`src/rtl/mode4_norm_dispatch_pkg.sv`:
```
// ============================================================================
// Module : mode4_norm_dispatch_pkg
// Brief  : Shared widths, FSM encoding, rounding mode and fp16 subtract helper
// Rev    : 1.0  initial release
// ============================================================================
`default_nettype none

package mode4_norm_dispatch_pkg;

    localparam int c_DATAWIDTH = 16;
    localparam int c_LENWIDTH  = 8;

    localparam logic [2:0] c_RND_RNE = 3'b000;

    typedef logic [1:0] state_t;
    localparam state_t c_ST_IDLE  = 2'd0;
    localparam state_t c_ST_RUN   = 2'd1;
    localparam state_t c_ST_DRAIN = 2'd2;

    // IEEE half-precision a - b, round-to-nearest-even (rounding mode c_RND_RNE),
    // full subnormal support, canonical quiet NaN 0x7E00 on invalid operations.
    function automatic logic [15:0] fp16_sub(input logic [15:0] a, input logic [15:0] b);
        logic [15:0] bn, big, sml, res;
        logic        a_nan, b_nan, a_inf, b_inf;
        logic [5:0]  e_big, e_sml, d, ee, lim, shift;
        logic [10:0] m_big, m_sml, mf;
        logic [47:0] sh;
        logic [13:0] al, as_, nrm;
        logic [14:0] sum;
        logic [3:0]  lz;
        logic        found, rup;
        logic [11:0] m12;
        bn    = {~b[15], b[14:0]};
        a_nan = (&a[14:10]) && (|a[9:0]);
        b_nan = (&b[14:10]) && (|b[9:0]);
        a_inf = (&a[14:10]) && !(|a[9:0]);
        b_inf = (&b[14:10]) && !(|b[9:0]);
        big   = (bn[14:0] > a[14:0]) ? bn : a;
        sml   = (bn[14:0] > a[14:0]) ? a  : bn;
        e_big = (big[14:10] == 5'd0) ? 6'd1 : {1'b0, big[14:10]};
        e_sml = (sml[14:10] == 5'd0) ? 6'd1 : {1'b0, sml[14:10]};
        m_big = {|big[14:10], big[9:0]};
        m_sml = {|sml[14:10], sml[9:0]};
        d     = e_big - e_sml;
        sh    = {m_sml, 37'd0} >> d;
        al    = {m_big, 3'b000};
        as_   = {sh[47:35], sh[34] | (|sh[33:0])};
        if (big[15] == sml[15]) begin
            sum = {1'b0, al} + {1'b0, as_};
        end else begin
            sum = {1'b0, al - as_};
        end
        ee    = e_big;
        lz    = 4'd0;
        found = 1'b0;
        for (int i = 13; i >= 0; i--) begin
            if (!found && sum[i]) begin
                found = 1'b1;
                lz    = 4'(13 - i);
            end
        end
        // Left shifts stop at exponent 1 so that tiny results come out subnormal.
        lim   = ee - 6'd1;
        shift = ({2'b00, lz} > lim) ? lim : {2'b00, lz};
        if (sum[14]) begin
            nrm = {sum[14:2], sum[1] | sum[0]};
            ee  = ee + 6'd1;
        end else begin
            nrm = sum[13:0] << shift;
            ee  = ee - shift;
        end
        rup = nrm[2] & (nrm[1] | nrm[0] | nrm[3]);
        m12 = {1'b0, nrm[13:3]} + {11'd0, rup};
        if (m12[11]) begin
            mf = m12[11:1];
            ee = ee + 6'd1;
        end else begin
            mf = m12[10:0];
        end
        if (a_nan || b_nan || (a_inf && b_inf && (a[15] != bn[15]))) begin
            res = 16'h7E00;
        end else if (a_inf) begin
            res = a;
        end else if (b_inf) begin
            res = {bn[15], 15'h7C00};
        end else if (sum == 15'd0) begin
            res = {big[15] & sml[15], 15'd0};
        end else if (ee >= 6'd31) begin
            res = {big[15], 15'h7C00};
        end else begin
            res = {big[15], (mf[10] ? ee[4:0] : 5'd0), mf[9:0]};
        end
        return res;
    endfunction

endpackage

`default_nettype wire

```
`src/rtl/mode4_norm_dispatch_sub_row.sv`:
```
// ============================================================================
// Module : mode4_sub_row
// Brief  : Four combinational fp16 subtract lanes sharing operand b
// Rev    : 1.0  initial release
// ============================================================================
`default_nettype none

module mode4_sub_row
    import mode4_norm_dispatch_pkg::*;
#(
    parameter int DATAWIDTH = c_DATAWIDTH
) (
    input  logic [DATAWIDTH-1:0] a0,
    input  logic [DATAWIDTH-1:0] a1,
    input  logic [DATAWIDTH-1:0] a2,
    input  logic [DATAWIDTH-1:0] a3,
    input  logic [DATAWIDTH-1:0] b,
    output logic [DATAWIDTH-1:0] y0,
    output logic [DATAWIDTH-1:0] y1,
    output logic [DATAWIDTH-1:0] y2,
    output logic [DATAWIDTH-1:0] y3
);

    logic [DATAWIDTH-1:0] a_arr [4];
    logic [DATAWIDTH-1:0] y_arr [4];

    assign a_arr[0] = a0;
    assign a_arr[1] = a1;
    assign a_arr[2] = a2;
    assign a_arr[3] = a3;

    generate
        for (genvar k = 0; k < 4; k++) begin : g_lane
            assign y_arr[k] = fp16_sub(a_arr[k], b);
        end
    endgenerate

    assign y0 = y_arr[0];
    assign y1 = y_arr[1];
    assign y2 = y_arr[2];
    assign y3 = y_arr[3];

endmodule

`default_nettype wire

```
`src/rtl/mode4_norm_dispatch.sv`:
```
// ============================================================================
// Module : mode4_norm_dispatch
// Brief  : Row dispatcher subtracting a latched norm from each 4-wide fp16 beat
// Rev    : 1.0  initial release
// ============================================================================
`default_nettype none

module mode4_norm_dispatch
    import mode4_norm_dispatch_pkg::*;
#(
    parameter int DATAWIDTH = c_DATAWIDTH,
    parameter int LENWIDTH  = c_LENWIDTH
) (
    input  logic                 clk,
    input  logic                 reset_n,
    input  logic                 start,
    input  logic [LENWIDTH-1:0]  len,
    input  logic [DATAWIDTH-1:0] norm_in,
    input  logic                 in_valid,
    output logic                 in_ready,
    input  logic [DATAWIDTH-1:0] inp0,
    input  logic [DATAWIDTH-1:0] inp1,
    input  logic [DATAWIDTH-1:0] inp2,
    input  logic [DATAWIDTH-1:0] inp3,
    output logic                 out_valid,
    input  logic                 out_ready,
    output logic [DATAWIDTH-1:0] outp0,
    output logic [DATAWIDTH-1:0] outp1,
    output logic [DATAWIDTH-1:0] outp2,
    output logic [DATAWIDTH-1:0] outp3,
    output logic                 busy,
    output logic                 done
);

    state_t               state_q, state_d;
    logic [LENWIDTH-1:0]  beats_left_q, beats_left_d;
    logic [DATAWIDTH-1:0] norm_q, norm_d;
    logic                 out_valid_q, out_valid_d;
    logic                 done_q, done_d;
    logic [DATAWIDTH-1:0] outp_q [4];
    logic [DATAWIDTH-1:0] outp_d [4];
    logic [DATAWIDTH-1:0] diff [4];
    logic                 accept, pop;

    mode4_sub_row #(
        .DATAWIDTH (DATAWIDTH)
    ) u_sub_row (
        .a0 (inp0),
        .a1 (inp1),
        .a2 (inp2),
        .a3 (inp3),
        .b  (norm_q),
        .y0 (diff[0]),
        .y1 (diff[1]),
        .y2 (diff[2]),
        .y3 (diff[3])
    );

    assign accept = in_valid && in_ready;
    assign pop    = out_valid_q && out_ready;

    always_ff @(posedge clk or negedge reset_n) begin
        if (!reset_n) begin
            state_q <= c_ST_IDLE;
        end else begin
            state_q <= state_d;
        end
    end

    always_comb begin
        state_d = state_q;
        case (state_q)
            c_ST_IDLE:  if (start && (len != '0))                         state_d = c_ST_RUN;
            c_ST_RUN:   if (accept && (beats_left_q == LENWIDTH'(1)))     state_d = c_ST_DRAIN;
            c_ST_DRAIN: if (pop)                                          state_d = c_ST_IDLE;
            default:                                                      state_d = c_ST_IDLE;
        endcase
    end

    // One-entry output register: a pop in the same cycle frees the slot for a new beat.
    always_comb begin
        busy     = (state_q != c_ST_IDLE);
        in_ready = (state_q == c_ST_RUN) && (!out_valid_q || out_ready);
    end

    always_comb begin
        norm_d       = norm_q;
        beats_left_d = beats_left_q;
        out_valid_d  = out_valid_q;
        done_d       = 1'b0;
        outp_d       = outp_q;
        if ((state_q == c_ST_IDLE) && start) begin
            if (len != '0) begin
                norm_d       = norm_in;
                beats_left_d = len;
            end else begin
                done_d = 1'b1;
            end
        end
        if (accept) begin
            outp_d       = diff;
            out_valid_d  = 1'b1;
            beats_left_d = beats_left_q - LENWIDTH'(1);
        end else if (pop) begin
            out_valid_d = 1'b0;
        end
        if ((state_q == c_ST_DRAIN) && pop) begin
            done_d = 1'b1;
        end
    end

    always_ff @(posedge clk or negedge reset_n) begin
        if (!reset_n) begin
            norm_q       <= '0;
            beats_left_q <= '0;
            out_valid_q  <= 1'b0;
            done_q       <= 1'b0;
            for (int k = 0; k < 4; k++) begin
                outp_q[k] <= '0;
            end
        end else begin
            norm_q       <= norm_d;
            beats_left_q <= beats_left_d;
            out_valid_q  <= out_valid_d;
            done_q       <= done_d;
            outp_q       <= outp_d;
        end
    end

    assign out_valid = out_valid_q;
    assign done      = done_q;
    assign outp0     = outp_q[0];
    assign outp1     = outp_q[1];
    assign outp2     = outp_q[2];
    assign outp3     = outp_q[3];

endmodule

`default_nettype wire

```
`config.mk`:
```
export PLATFORM = sky130hd
export DESIGN_NAME = mode4_norm_dispatch
export DESIGN_NICKNAME = d
export VERILOG_FILES = /design/src/rtl/mode4_norm_dispatch_pkg.sv /design/src/rtl/mode4_norm_dispatch_sub_row.sv /design/src/rtl/mode4_norm_dispatch.sv
export SDC_FILE = /design/constraint.sdc
export NUM_CORES = 1
export LEC_CHECK = 0
export ABC_AREA = 1
export BUFFER_PORTS_ARGS = -buffer_cell sky130_fd_sc_hd__buf_2
export CAP_MARGIN = 20
export CORE_UTILIZATION = 30
export CTS_CLUSTER_SIZE = 12
export DETAILED_ROUTE_END_ITERATION = 8
export GPL_TIMING_DRIVEN = 0
export PLACE_DENSITY_LB_ADDON = 0.15
export SYNTH_ARGS = -nofsm -noshare
export SYNTH_HDL_FRONTEND = slang
export SYNTH_SLANG_ARGS = --single-unit
```
`constraint.sdc`:
```
create_clock -name clk -period 12.65 [get_ports clk]
set_input_delay 1.265 -clock clk [delete_from_list [all_inputs] [get_ports clk]]
set_output_delay 1.265 -clock clk [all_outputs]
set_load 0.1 [all_outputs]
```
======== Word-level counts from Yosys, hierarchy flattened ========
Cells that the tools add are included.
word-level totals
  input bits .............................. 93
  bits in registers ....................... 92
operators by class
  add/sub/neg operators ................... 33
  muxes and demuxes ....................... 180
  order comparisons ....................... 12
  shifts and indexed selects .............. 8
  reductions and logical operators ........ 187
  bitwise logic cells ..................... 25
  equality and inequality tests ........... 14
operators by type and width
  operator                                                        number
  16-bit 2-to-1 mux                                               24
  48-bit by 6-bit right shift with 48-bit output                  4
  34-bit OR reduction                                             4
  15-bit 2-to-1 mux                                               8
  4-bit 2-to-1 mux                                                30
  1-bit logical AND                                               77
  6-bit 2-to-1 mux                                                12
  1-bit 2-to-1 mux                                                61
  14-bit by 14-bit adder with 15-bit output                       4
  15-bit greater-than comparator                                  4
  15-bit zero test                                                4
  5-bit 2-to-1 mux                                                12
  1-bit zero test                                                 58
  14-bit 2-to-1 mux                                               4
  14-bit by 6-bit << shifter with 14-bit output                   4
  14-bit subtractor                                               4
  10-bit OR reduction                                             5
  11-bit by 1-bit adder with 12-bit output                        4
  6-bit by 1-bit adder with 6-bit output (second input constant)  8
  6-bit subtractor                                                8
  11-bit 2-to-1 mux                                               4
  5-bit zero test                                                 8
  5-bit OR reduction                                              8
  3-bit 2-to-1 mux                                                12
  23 further kinds                                                88

======== Logic depth before layout (Yosys ltp) ========
Gate-level depths: netlist of run 1.
  depth in word-level cells ............... 65
  depth in mapped cells ................... 85
  depth with buffers taken out ............ 80

======== Modules after synthesis ========
A second synthesis of run 1 with hierarchy kept.
second synthesis, totals
  cell total of the unflattened synthesis .. 4556
  area total of the unflattened synthesis .. 25520.7 um2
by module, submodules not included
  module               seq. area each (um2)  cells an instance  area each (um2)  times used
  mode4_sub_row        0.0                   4101               21695.8          1
  mode4_norm_dispatch  2302.2                455                3824.9           1

======== Worst setup path before layout of run 1 ========
No wires, ideal clock.
  path type ............................... input -> register
  from .................................... in inp3[14]
  to ...................................... reg outp_q, in the netlist outp3[0]
  slack ................................... 0.776 ns
  setup time .............................. 0.068 ns
  cell stages on the path ................. 80
  arrival ................................. 11.806 ns
  buffers on the path ..................... 5
  path through ............................ inv_1 -> ha_1 -> nand2_1 -> nor3_2 -> nand4_2 -> nand2_2 -> buf_6 -> buf_6 -> clkbuf_1 -> nand2_1 -> o21ai_0 -> inv_1 -> nor2_1 -> nand2_1 -> nand2_1 -> inv_1 -> ha_1 -> fa_1 -> (+44 left out) -> inv_1 -> o21ai_0 -> a21oi_1 -> ha_1 -> nand3_1 -> and2_1 -> or2_2 -> nand2_1 -> a21oi_1 -> xor2_1 -> xnor2_1 -> nand2_1 -> nand2_1 -> inv_1 -> nand2_2 -> nor2_2 -> nand3_1 -> nand2_1
on the way
  longest elaborated chain between the ends .. 65
ends and longest elaborated chain
  element                                                       line                                                          text
  from (decl)                                                   mode4_norm_dispatch.sv:24                                     input logic [DATAWIDTH-1:0] inp3,
  15-bit greater-than comparator                                mode4_norm_dispatch_pkg.sv:38, mode4_norm_dispatch_pkg.sv:39
  16-bit 2-to-1 mux (on tied branches)                          mode4_norm_dispatch_pkg.sv:38, mode4_norm_dispatch_pkg.sv:39
  5-bit zero test (on tied branches)                            mode4_norm_dispatch_pkg.sv:40, mode4_norm_dispatch_pkg.sv:41
  5-bit 2-to-1 mux (on tied branches)                           mode4_norm_dispatch_pkg.sv:40, mode4_norm_dispatch_pkg.sv:41
  6-bit subtractor                                              mode4_norm_dispatch_pkg.sv:44                                 d = e_big - e_sml;
  48-bit by 6-bit right shift with 48-bit output                mode4_norm_dispatch_pkg.sv:45                                 sh = {m_sml, 37'd0} >> d;
  34-bit OR reduction                                           mode4_norm_dispatch_pkg.sv:47                                 as_ = {sh[47:35], sh[34] | (|sh[33:0])};
  1-bit bitwise OR                                              mode4_norm_dispatch_pkg.sv:47
  (+49 left out)                                                --
  11-bit by 1-bit adder with 12-bit output                      mode4_norm_dispatch_pkg.sv:73                                 m12 = {1'b0, nrm[13:3]} + {11'd0, rup};
  6-bit 2-to-1 mux                                              mode4_norm_dispatch_pkg.sv:74                                 if (m12[11]) begin
  6-bit by 5-bit greater-or-equal comparator with 1-bit output  mode4_norm_dispatch_pkg.sv:88                                 end else if (ee >= 6'd31) begin
  15-bit 2-to-1 mux                                             mode4_norm_dispatch_pkg.sv:88
  16-bit 2-to-1 mux                                             mode4_norm_dispatch_pkg.sv:86                                 end else if (sum == 15'd0) begin
  16-bit 2-to-1 mux                                             mode4_norm_dispatch_pkg.sv:84                                 end else if (b_inf) begin
  16-bit 2-to-1 mux                                             mode4_norm_dispatch_pkg.sv:82                                 end else if (a_inf) begin
  16-bit 2-to-1 mux (*)                                         mode4_norm_dispatch_pkg.sv:80                                 if (a_nan || b_nan || (a_inf && b_inf && (a[15] != bn[15]))) begin
  to (signal assigned)                                          mode4_norm_dispatch.sv:126                                    outp_q <= outp_d;
  to (decl)                                                     mode4_norm_dispatch.sv:40                                     logic [DATAWIDTH-1:0] outp_q [4];
Every way passes the cells marked *; elsewhere a longest branch is shown, timed or not.
A chain may end at the register's enable or synchronous reset.

======== Worst setup path after layout of run 1 ========
  from .................................... in inp3[10]
  to ...................................... reg outp_q, in the netlist outp3[8]
The elaborated chain is that of the path after synthesis.

==> summary.md, run 1 <==
| Metric | Value |
|---|---|
| Pin slew with the least headroom to its limit | `1.04 ns` |
| Crit path from | `inp3[10]` |
| Yosys reg bits | `92` |
| Row count | `104` |
| Largest net degree at the start of global routing | `54` |
| Max Root-Sink Buffers | `2` |
| Initial antenna violation count | `31` |
| Multi-input gate area | `19900 sq um` |
| Worst Skew | `0.0207 ns` |
| Reg2reg end | `outp3[8]` |
| Largest family of logic cells by synthesized area | `simple AND/OR/NAND/NOR gates` |
| Core Area | `81100 sq um` |
| M2 GR Usage | `35.8%` |
| Hold Vio Cnt, Final | `0` |
| Total gr overflow | `0` |
| Hold path cells | `2` |
| Post-synthesis compound-gate area fraction | `13.2%` |
| Relative slew margins | `29.9%` |
| First-pass GRT wire length | `149000 microns` |
| RSZ-0062 raised after global routing | `yes` |
| Layout cell share with drive strength beyond 1 | `13.9%` |
| CP required | `12.98 ns` |
| CTS Buf Count | `9` |
| Setup ws final | `0.790 ns` |
| GR peak layer | `met2` |
| Critical-path cell with the highest stage delay | `fa_2` |
| Fin crit period | `11.86 ns` |
| Number of antenna-violating nets in the routed design | `0` |
| Final nets | `4916` |
| Setup crit end | `outp3[8]` |
| Worst path most repeated cell | `nand3_1` |
| DR WL/cell | `17.0 microns` |
| Yosys cell types | `80` |
| Syn avg cell area | `5.64 sq um` |
| CP startpoint kind | `input port` |
| Async S/R FF share, synth | `100%` |
| Tot GR Track Use | `22.6%` |
| Iter 0 DRT Violations | `2437` |
| Arr. time, crit path | `12.19 ns` |
| Vias in the first global route | `26700` |
| Worst-path maximum fanout | `10` |
| CTS sink count | `92` |
| Worst Setup End Kind | `flip-flop` |
| Port Buffer Count | `160` |
| Detailed-route via count | `28900` |
| GR met1 Demand/Resource | `31.3%` |
| Routed wire length | `96600 microns` |
| Dpl ws | `-1.81 ns` |
| Peak Freq | `84.3 MHz` |
| Met3 Use GR | `3.95%` |
| # setup viols final | `0` |
| Starting Density | `30.5%` |
| Post-Syn Nets | `4716` |
| Area grow syn2layout | `13.6%` |
| Fin util | `34.6%` |
| Chip Width | `289 microns` |
| Clock Latency Late Sink | `0.40 ns` |
| Fillers | `9246` |
| R2r worst-path depth | `70` |
| GP Congestion | `0.927` |
| Number of I/O pins | `161` |
| Maxcap violations | `0` |
| Die area | `83500 sq um` |
| Cells after synthesis | `4385` |
| Simple-gate share of the synthesized area | `48.4%` |
| Worst path max stage delay | `0.68 ns` |
| # H-tree levels | `3` |
| Most frequent cells in the layout | `nand2_1 (1309), nand3_1 (665), inv_1 (515)` |
| Hold/Removal Path Class | `flip-flop to flip-flop` |
| Setup_tns | `0 ns` |
| Synth Area in XOR/XNOR | `4.36%` |
| YS warnings | `0` |
| Crit path kind | `input port to flip-flop` |
| Root buffer cell | `clkbuf_16` |
| Storage cell area | `2300 sq um` |
| CTS tree | `yes` |
| Die Ht | `289 microns` |
| # DRC | `0` |
| Post-DR vias/cell | `5.09` |
| Most common library cell in the layout ignoring fill and taps | `nand2_1` |
| FF-to-FF setup slack | `1.06 ns` |
| Fin crit share | `93.8%` |
| Post-synthesis mux area share | `0.0810%` |
| Clock Pin Slew Worst Setup and Hold Paths | `0.08 ns` |
| Post-synth top flop | `dfrtp_1` |
| Synthesized area | `24700 sq um` |
| Sequential-to-total area share from yosys stat | `9.31%` |
| Slew Limit Fails | `0` |
| Reg-to-reg startpoint | `norm_q[12]` |
| First-pass iteration count of the detailed router | `5` |
| Synth Area in Adders | `12.4%` |
| Detailed placement HPWL | `80000 microns` |
| Status | `finished clean` |
| EDFF count, synth | `0` |
-- metrics by stage --
stage	hold WS, ns	cells	instance area (sq um)
6_report	0.476	5670	28100
5_1_grt	0.500	5659	28000
4_1_cts	0.483	5629	27400
3_5_place_dp	0.461	5607	26900
3_3_place_gp	0.459	5605	26800
2_1_floorplan	0.470	4385	24700
-- flip-flops by register name, indices dropped and copies added (netlist names) --
name          cells
beats_left_q      8
done              1
norm_q           16
out_valid         1
outp0            16
outp1            16
outp2            16
outp3            16
state_q           2
-- layout make-up --
class	count	area share, %
tap	1060	4.72
clock inverter	7	0.254
sequential	92	8.20
clock buffer	9	0.802
antenna	20	0.178
multi-input combinational	3579	70.9
buffer	125	3.12
timing repair buffer	194	3.87
inverter	584	7.91
-- worst min-delay path by stage --
stage               startpoint              end  slack (ns)
2_1_floorplan  beats_left_q[1]  beats_left_q[1]        0.47
3_3_place_gp          outp2[7]         outp2[7]        0.46
3_5_place_dp          outp1[4]         outp1[4]        0.46
4_1_cts               outp3[6]         outp3[6]        0.48
5_1_grt               outp3[4]         outp3[4]        0.50
6_report              outp3[6]         outp3[6]        0.48
-- repair_timing --
item,4_1_cts,5_1_grt
hold buffers,0,0
endpoints found under the setup margin,60,60
resized for setup,60,160
setup buffers,7,25
pin swaps,6,37
-- kinds of logic (layout without fill, tap and decap cells) --
logic type | after synthesis | in the layout
and+or+nand+nor | 2647 | 2647
buffers and inverters | 714 | 919
AOI/OAI and AO/OA | 575 | 575
adders and majority gates | 238 | 238
xor gates and xnor gates | 117 | 117
DFF | 92 | 92
muxes | 2 | 2
other | 0 | 20
-- cells in the mapped netlist, drive strengths merged (7+ instances only) --
library cell	number	area, sq um
a21o	7	52.6
buf	63	442
o211ai	10	75.1
o21a	9	67.6
or2	42	263
ha	226	2830
nor3	48	272
nand2	1375	5370
dfrtp	92	2300
and2	12	77.6
a21oi	186	938
xor2	92	858
nor4	17	106
clkbuf	66	365
fa	12	240
o21ai	277	1440
nand4	83	591
a22oi	7	52.6
nand3	699	3670
a31oi	7	43.8
inv	562	2120
nor2	361	1540
xnor2	25	219
clkinv	22	86.3
a211oi	9	67.6
o21bai	14	105
o31ai	13	103
a21boi	8	60.1
-- per-layer routing --
layer	up-vias	share of wire, %
met3	108	6.9
li1	14800	-
met5	-	0.097
met2	768	44
met4	16	2.7
met1	13200	47
-- worst max-delay path: cells and delay by family --
family                   cells  cell delay, ns
multiplexers                 1            0.28
XOR/XNOR                     2            0.32
AO/OA/AOI/OAI               11            1.53
buffers and inverters       13            1.43
adder cells (fa/ha/maj)      7            2.37
AND/OR/NAND/NOR             37            4.94
Power of run 1 is left out: the tool's default activity adds up to more than one toggle a clock period on the data nets, which glitch-free logic cannot reach.
==> run 2, diff against run 1 <==
Settings changed: CELL_PAD_IN_SITES_DETAIL_PLACEMENT set to 1, CELL_PAD_IN_SITES_GLOBAL_PLACEMENT set to 2.
==> run 2 against run 1 <==
  * Die area unchanged
  * Final cell count about the same
  * Worst hold slack better by 0.0058 ns
  * Via count up 1.9%
  * Flip-flop and latch count unchanged
  * Critical path type unchanged
==> summary.md, run 2 (synthesis results as in run 1) <==
| Metric | Value |
|---|---|
| Status | `finished clean` |
| CTS tree | `yes` |
| First-pass GRT wire length | `166000 microns` |
| Die Ht | `289 microns` |
| Most frequent cells in the layout | `nand2_1 (1309), nand3_1 (666), inv_1 (514)` |
| Worst Skew | `0.0271 ns` |
| Starting Density | `30.5%` |
| Chip Width | `289 microns` |
| Fin area | `28300 sq um` |
| Crit path kind | `input port to flip-flop` |
| Clock Latency Late Sink | `0.40 ns` |
| # H-tree levels | `3` |
| Worst path max stage delay | `0.64 ns` |
| Detailed placement HPWL | `89900 microns` |
| CTS Buf Count | `9` |
| Initial antenna violation count | `9` |
| Vias in the first global route | `29000` |
| Peak Freq | `85.0 MHz` |
| Total placed instance area | `26900 sq um` |
| Hold/Removal Path Class | `flip-flop to flip-flop` |
| Detailed-route via count | `29400` |
| CTS sink count | `92` |
| Root buffer cell | `clkbuf_16` |
| Arr. time, crit path | `12.05 ns` |
| Hold-fix buffers at CTS | `0` |
| Worst path most repeated cell | `nand2_1` |
| Tot GR Track Use | `25.1%` |
| DR WL/cell | `18.9 microns` |
| First-pass iteration count of the detailed router | `5` |
| Max Root-Sink Buffers | `2` |
| Post-DR vias/cell | `5.19` |
| Number of I/O pins | `161` |
| Post-Layout Cell Count | `5668` |
| Fin crit period | `11.76 ns` |
| Hold path start | `outp0[8]` |
| Worst Setup End Kind | `flip-flop` |
| Fin crit share | `93.0%` |
| Clock Pin Slew Worst Setup and Hold Paths | `0.09 ns` |
| Hold Vio Cnt, Final | `0` |
| Total gr overflow | `0` |
| Most common library cell in the layout ignoring fill and taps | `nand2_1` |
| Final nets | `4929` |
| Maxcap violations | `0` |
| Relative slew margins | `31.9%` |
| Core Area | `81100 sq um` |
| Iter 0 DRT Violations | `1644` |
| GP Congestion | `0.886` |
| Routed wire length | `107000 microns` |
| Die area | `83500 sq um` |
| # DRC | `0` |
| Reg-to-reg startpoint | `norm_q[12]` |
| Layout cell share with drive strength beyond 1 | `14.5%` |
| CP required | `12.94 ns` |
| CP startpoint kind | `input port` |
| Row count | `104` |
| Pin slew with the least headroom to its limit | `1.01 ns` |
| Setup_tns | `0 ns` |
| Crit path from | `inp2[14]` |
| Slew Limit Fails | `0` |
| # setup viols final | `0` |
| Largest net degree at the start of global routing | `63` |
| Placed Cells | `5607` |
| Number of antenna-violating nets in the routed design | `0` |
| Area grow syn2layout | `14.4%` |
| RSZ-0062 raised after global routing | `yes` |
| Critical-path cell with the highest stage delay | `fa_2` |
| Worst-path maximum fanout | `14` |
| Port Buffer Count | `160` |
## run 2: cell types whose count changed in the layout (fill, tap and decap cells not counted), sizes merged
cell / change
clkbuf: -4
clkinvlp: -3
buf: +17
inv: +3
diode: -15
## run 2: metrics by stage
step	worst slack [ns]	hold WS (ns)	utilization, %
finish	0.888	0.482	34.9
global route	-0.0640	0.516	34.9
CTS	0.00419	0.487	33.9
detailed placement	-2.22	0.463	33.2
global placement	-2.07	0.461	33.1
floorplan	0.776	0.470	-
## run 2: metal layers
| layer | global-route usage [%] | part of all wire [%] | up-vias |
|---|---|---|---|
| met1 | 36.2 | 50 | 14200 |
| met5 | 0 | 0.035 | - |
| met2 | 42.0 | 46 | 414 |
| met3 | 1.10 | 2.9 | 62 |
| li1 | - | - | 14800 |
| met4 | 3.57 | 1.1 | 6 |
## run 2: final timing paths
path / end / cells after the start / slack [ns]
setup reg to reg: outp1[8] / 67 / 1.08
setup / recovery: outp2[3] / 76 / 0.89
hold reg to reg: outp0[8] / 2 / 0.48
hold / removal: outp0[8] / 2 / 0.48
max in group asynchronous: outp2[3] / 2 / 11.08
min in group asynchronous: outp1[2] / 1 / 0.83
## run 2: critical path, delay by kind of cell
family | cells | cell delay (ns)
AO/OA/AOI/OAI | 11 | 1.50
AND/OR/NAND/NOR | 39 | 4.90
XOR/XNOR | 1 | 0.12
adder cells (fa/ha/maj) | 7 | 2.28
buffers and inverters | 18 | 1.93
## run 2: area by class of cell
| type | instances | area [sq um] |
|---|---|---|
| Sequential cell | 92 | 2300 |
| Timing Repair Buffer | 211 | 1210 |
| Multi-Input combinational cell | 3579 | 20000 |
| Clock inverter | 7 | 91.3 |
| Clock buffer | 9 | 225 |
| Inverter | 584 | 2220 |
| Fill cell | 11000 | 52800 |
| Tap cell | 1060 | 1330 |
| Buffer | 121 | 875 |
| Antenna cell | 5 | 12.5 |
## run 2: repair_timing
| action | CTS | global route |
|---|---|---|
| pin swaps | 10 | 40 |
| resized for setup | 86 | 159 |
| buffers inserted | 9 | 40 |
| endpoints found under the setup margin | 60 | 60 |
Power of run 2 is left out for the same reason.
==> run 3, diff against run 2 <==
Settings changed: CORE_UTILIZATION 30 to 33, GPL_ROUTABILITY_DRIVEN set to 1, HOLD_SLACK_MARGIN set to 0.1.
==> run 3 against run 2 <==
  * Clock skew fell by 0.011 ns
  * Fmax barely moved
  * Critical path depth fell by 4
  * Highest routed layer unchanged
==> summary.md, run 3 (synthesis results as in run 1) <==
| Metric | Value |
|---|---|
| Cell family with most CP delay | `simple AND/OR/NAND/NOR gates` |
| Total placed instance area | `26700 sq um` |
| Maxcap violations | `0` |
| Relative slew margins | `22.1%` |
| Reg-to-reg startpoint | `norm_q[12]` |
| Most frequent cells in the layout | `nand2_1 (1306), nand3_1 (664), inv_1 (515)` |
| Setup_tns | `0 ns` |
| Tot GR Track Use | `26.8%` |
| Row count | `99` |
| Worst hold margin | `0.480 ns` |
| Number of antenna-violating nets in the routed design | `0` |
| CP startpoint kind | `input port` |
| Fin util | `38.1%` |
| Peak Freq | `85.0 MHz` |
| First-pass iteration count of the detailed router | `5` |
| Clock Latency Late Sink | `0.40 ns` |
| WP buf/inv | `12` |
| Arr. time, crit path | `12.11 ns` |
| # setup viols final | `0` |
| Worst Setup End Kind | `flip-flop` |
| Total gr overflow | `0` |
| R2r worst-path depth | `71` |
| Core Area | `73600 sq um` |
| Crit path from | `inp3[9]` |
| Detailed placement HPWL | `86900 microns` |
| DR WL/cell | `18.5 microns` |
| Die area | `76000 sq um` |
| Port Buffer Count | `160` |
| Worst Skew | `0.0165 ns` |
| Root buffer cell | `clkbuf_16` |
| FF-to-FF setup slack | `1.04 ns` |
| Critical-path cell with the highest stage delay | `fa_2` |
| Crit path kind | `input port to flip-flop` |
| CTS tree | `yes` |
| Worst path max stage delay | `0.67 ns` |
| Clock Pin Slew Worst Setup and Hold Paths | `0.08 ns` |
| Worst path most repeated cell | `nand2_1` |
| First-pass GRT wire length | `161000 microns` |
| Worst-path maximum fanout | `19` |
| # H-tree levels | `3` |
| GP Congestion | `0.913` |
| Largest net degree at the start of global routing | `54` |
| Vias in the first global route | `28900` |
| Reg2reg end | `outp3[8]` |
| Layout cell share with drive strength beyond 1 | `14.3%` |
| # DRC | `0` |
| Detailed-route via count | `29400` |
| Routed wire length | `103000 microns` |
| Fillers | `10300` |
| Hold/Removal Path Class | `flip-flop to flip-flop` |
| Post-DR vias/cell | `5.29` |
| Number of I/O pins | `161` |
| Pin slew with the least headroom to its limit | `1.17 ns` |
| Initial antenna violation count | `14` |
| Max Root-Sink Buffers | `2` |
| CTS Buf Count | `9` |
| Hold Vio Cnt, Final | `0` |
| Most common library cell in the layout ignoring fill and taps | `nand2_1` |
| Hold-fix buffers at CTS | `0` |
| Iter 0 DRT Violations | `1467` |
| Die Ht | `276 microns` |
| Setup crit end | `outp3[8]` |
| Levels on crit path | `72` |
| Fin crit period | `11.77 ns` |
| Area grow syn2layout | `13.5%` |
| Final nets | `4927` |
| Chip Width | `276 microns` |
| Fin area | `28100 sq um` |
| Status | `finished clean` |
| CP required | `12.99 ns` |
| Fin crit share | `93.1%` |
| Starting Density | `33.6%` |
| Slew Limit Fails | `0` |
| CTS sink count | `92` |
[run 3: changes by cell type in the layout (fill, tap and decap cells not counted), sizes merged]
cell / change
buf: -4
bufinv: +1
clkbuf: +3
clkinv: -3
clkinvlp: +2
diode: -2
inv: -1
[run 3: worst min-delay path, delay by kind of cell (launching register included)]
kind	cells	cell delay (ns)
flip-flops	1	0.34
AND/OR/NAND/NOR	2	0.10
[run 3: per-stage QoR]
| step | cells | setup slack [ns] |
|---|---|---|
| 6_report | 5563 | 0.878 |
| 5_1_grt | 5561 | -0.0598 |
| 4_1_cts | 5528 | 0.00443 |
| 3_5_place_dp | 5505 | -2.18 |
| 3_3_place_gp | 5504 | -2.02 |
| 2_1_floorplan | 4385 | 0.776 |
[run 3: layout make-up]
| cell class | instances | area [sq um] | share of cell area, % |
|---|---|---|---|
| clock inverters | 6 | 75.1 | 0.268 |
| flip-flops and latches | 92 | 2300 | 8.20 |
| plain buffers | 120 | 860 | 3.06 |
| multi-input cells | 3579 | 20000 | 71.1 |
| clock buffers | 10 | 229 | 0.816 |
| well taps | 959 | 1200 | 4.28 |
| diodes | 3 | 7.51 | 0.0268 |
| inverters | 584 | 2210 | 7.89 |
| repair buffers | 210 | 1210 | 4.32 |
[run 3: how the worst min path moves through the flow]
stage / cells past startpoint / slack [ns] / endpoint / from
4_1_cts: 2 / 0.49 / outp1[3] / outp1[3]
3_5_place_dp: 2 / 0.46 / outp0[2] / outp0[2]
3_3_place_gp: 2 / 0.46 / outp3[0] / outp3[0]
2_1_floorplan: 2 / 0.47 / beats_left_q[1] / beats_left_q[1]
5_1_grt: 2 / 0.50 / outp3[0] / outp3[0]
6_report: 2 / 0.48 / outp1[3] / outp1[3]
[run 3: timing repair]
action / in CTS / in global routing
resized for setup: 62 / 155
setup endpoints to repair: 60 / 60
pin swaps: 9 / 40
setup buffers: 12 / 37
[run 3: routing by layer]
layer  vias up  GRT usage, %  wire, microns
met5         -             0             92
met4        16          5.74           1970
met3        92          2.73           4440
met2       496          44.5          46800
met1     14000          37.0          49900
li1      14800             -              -
Power of run 3 is left out for the same reason.
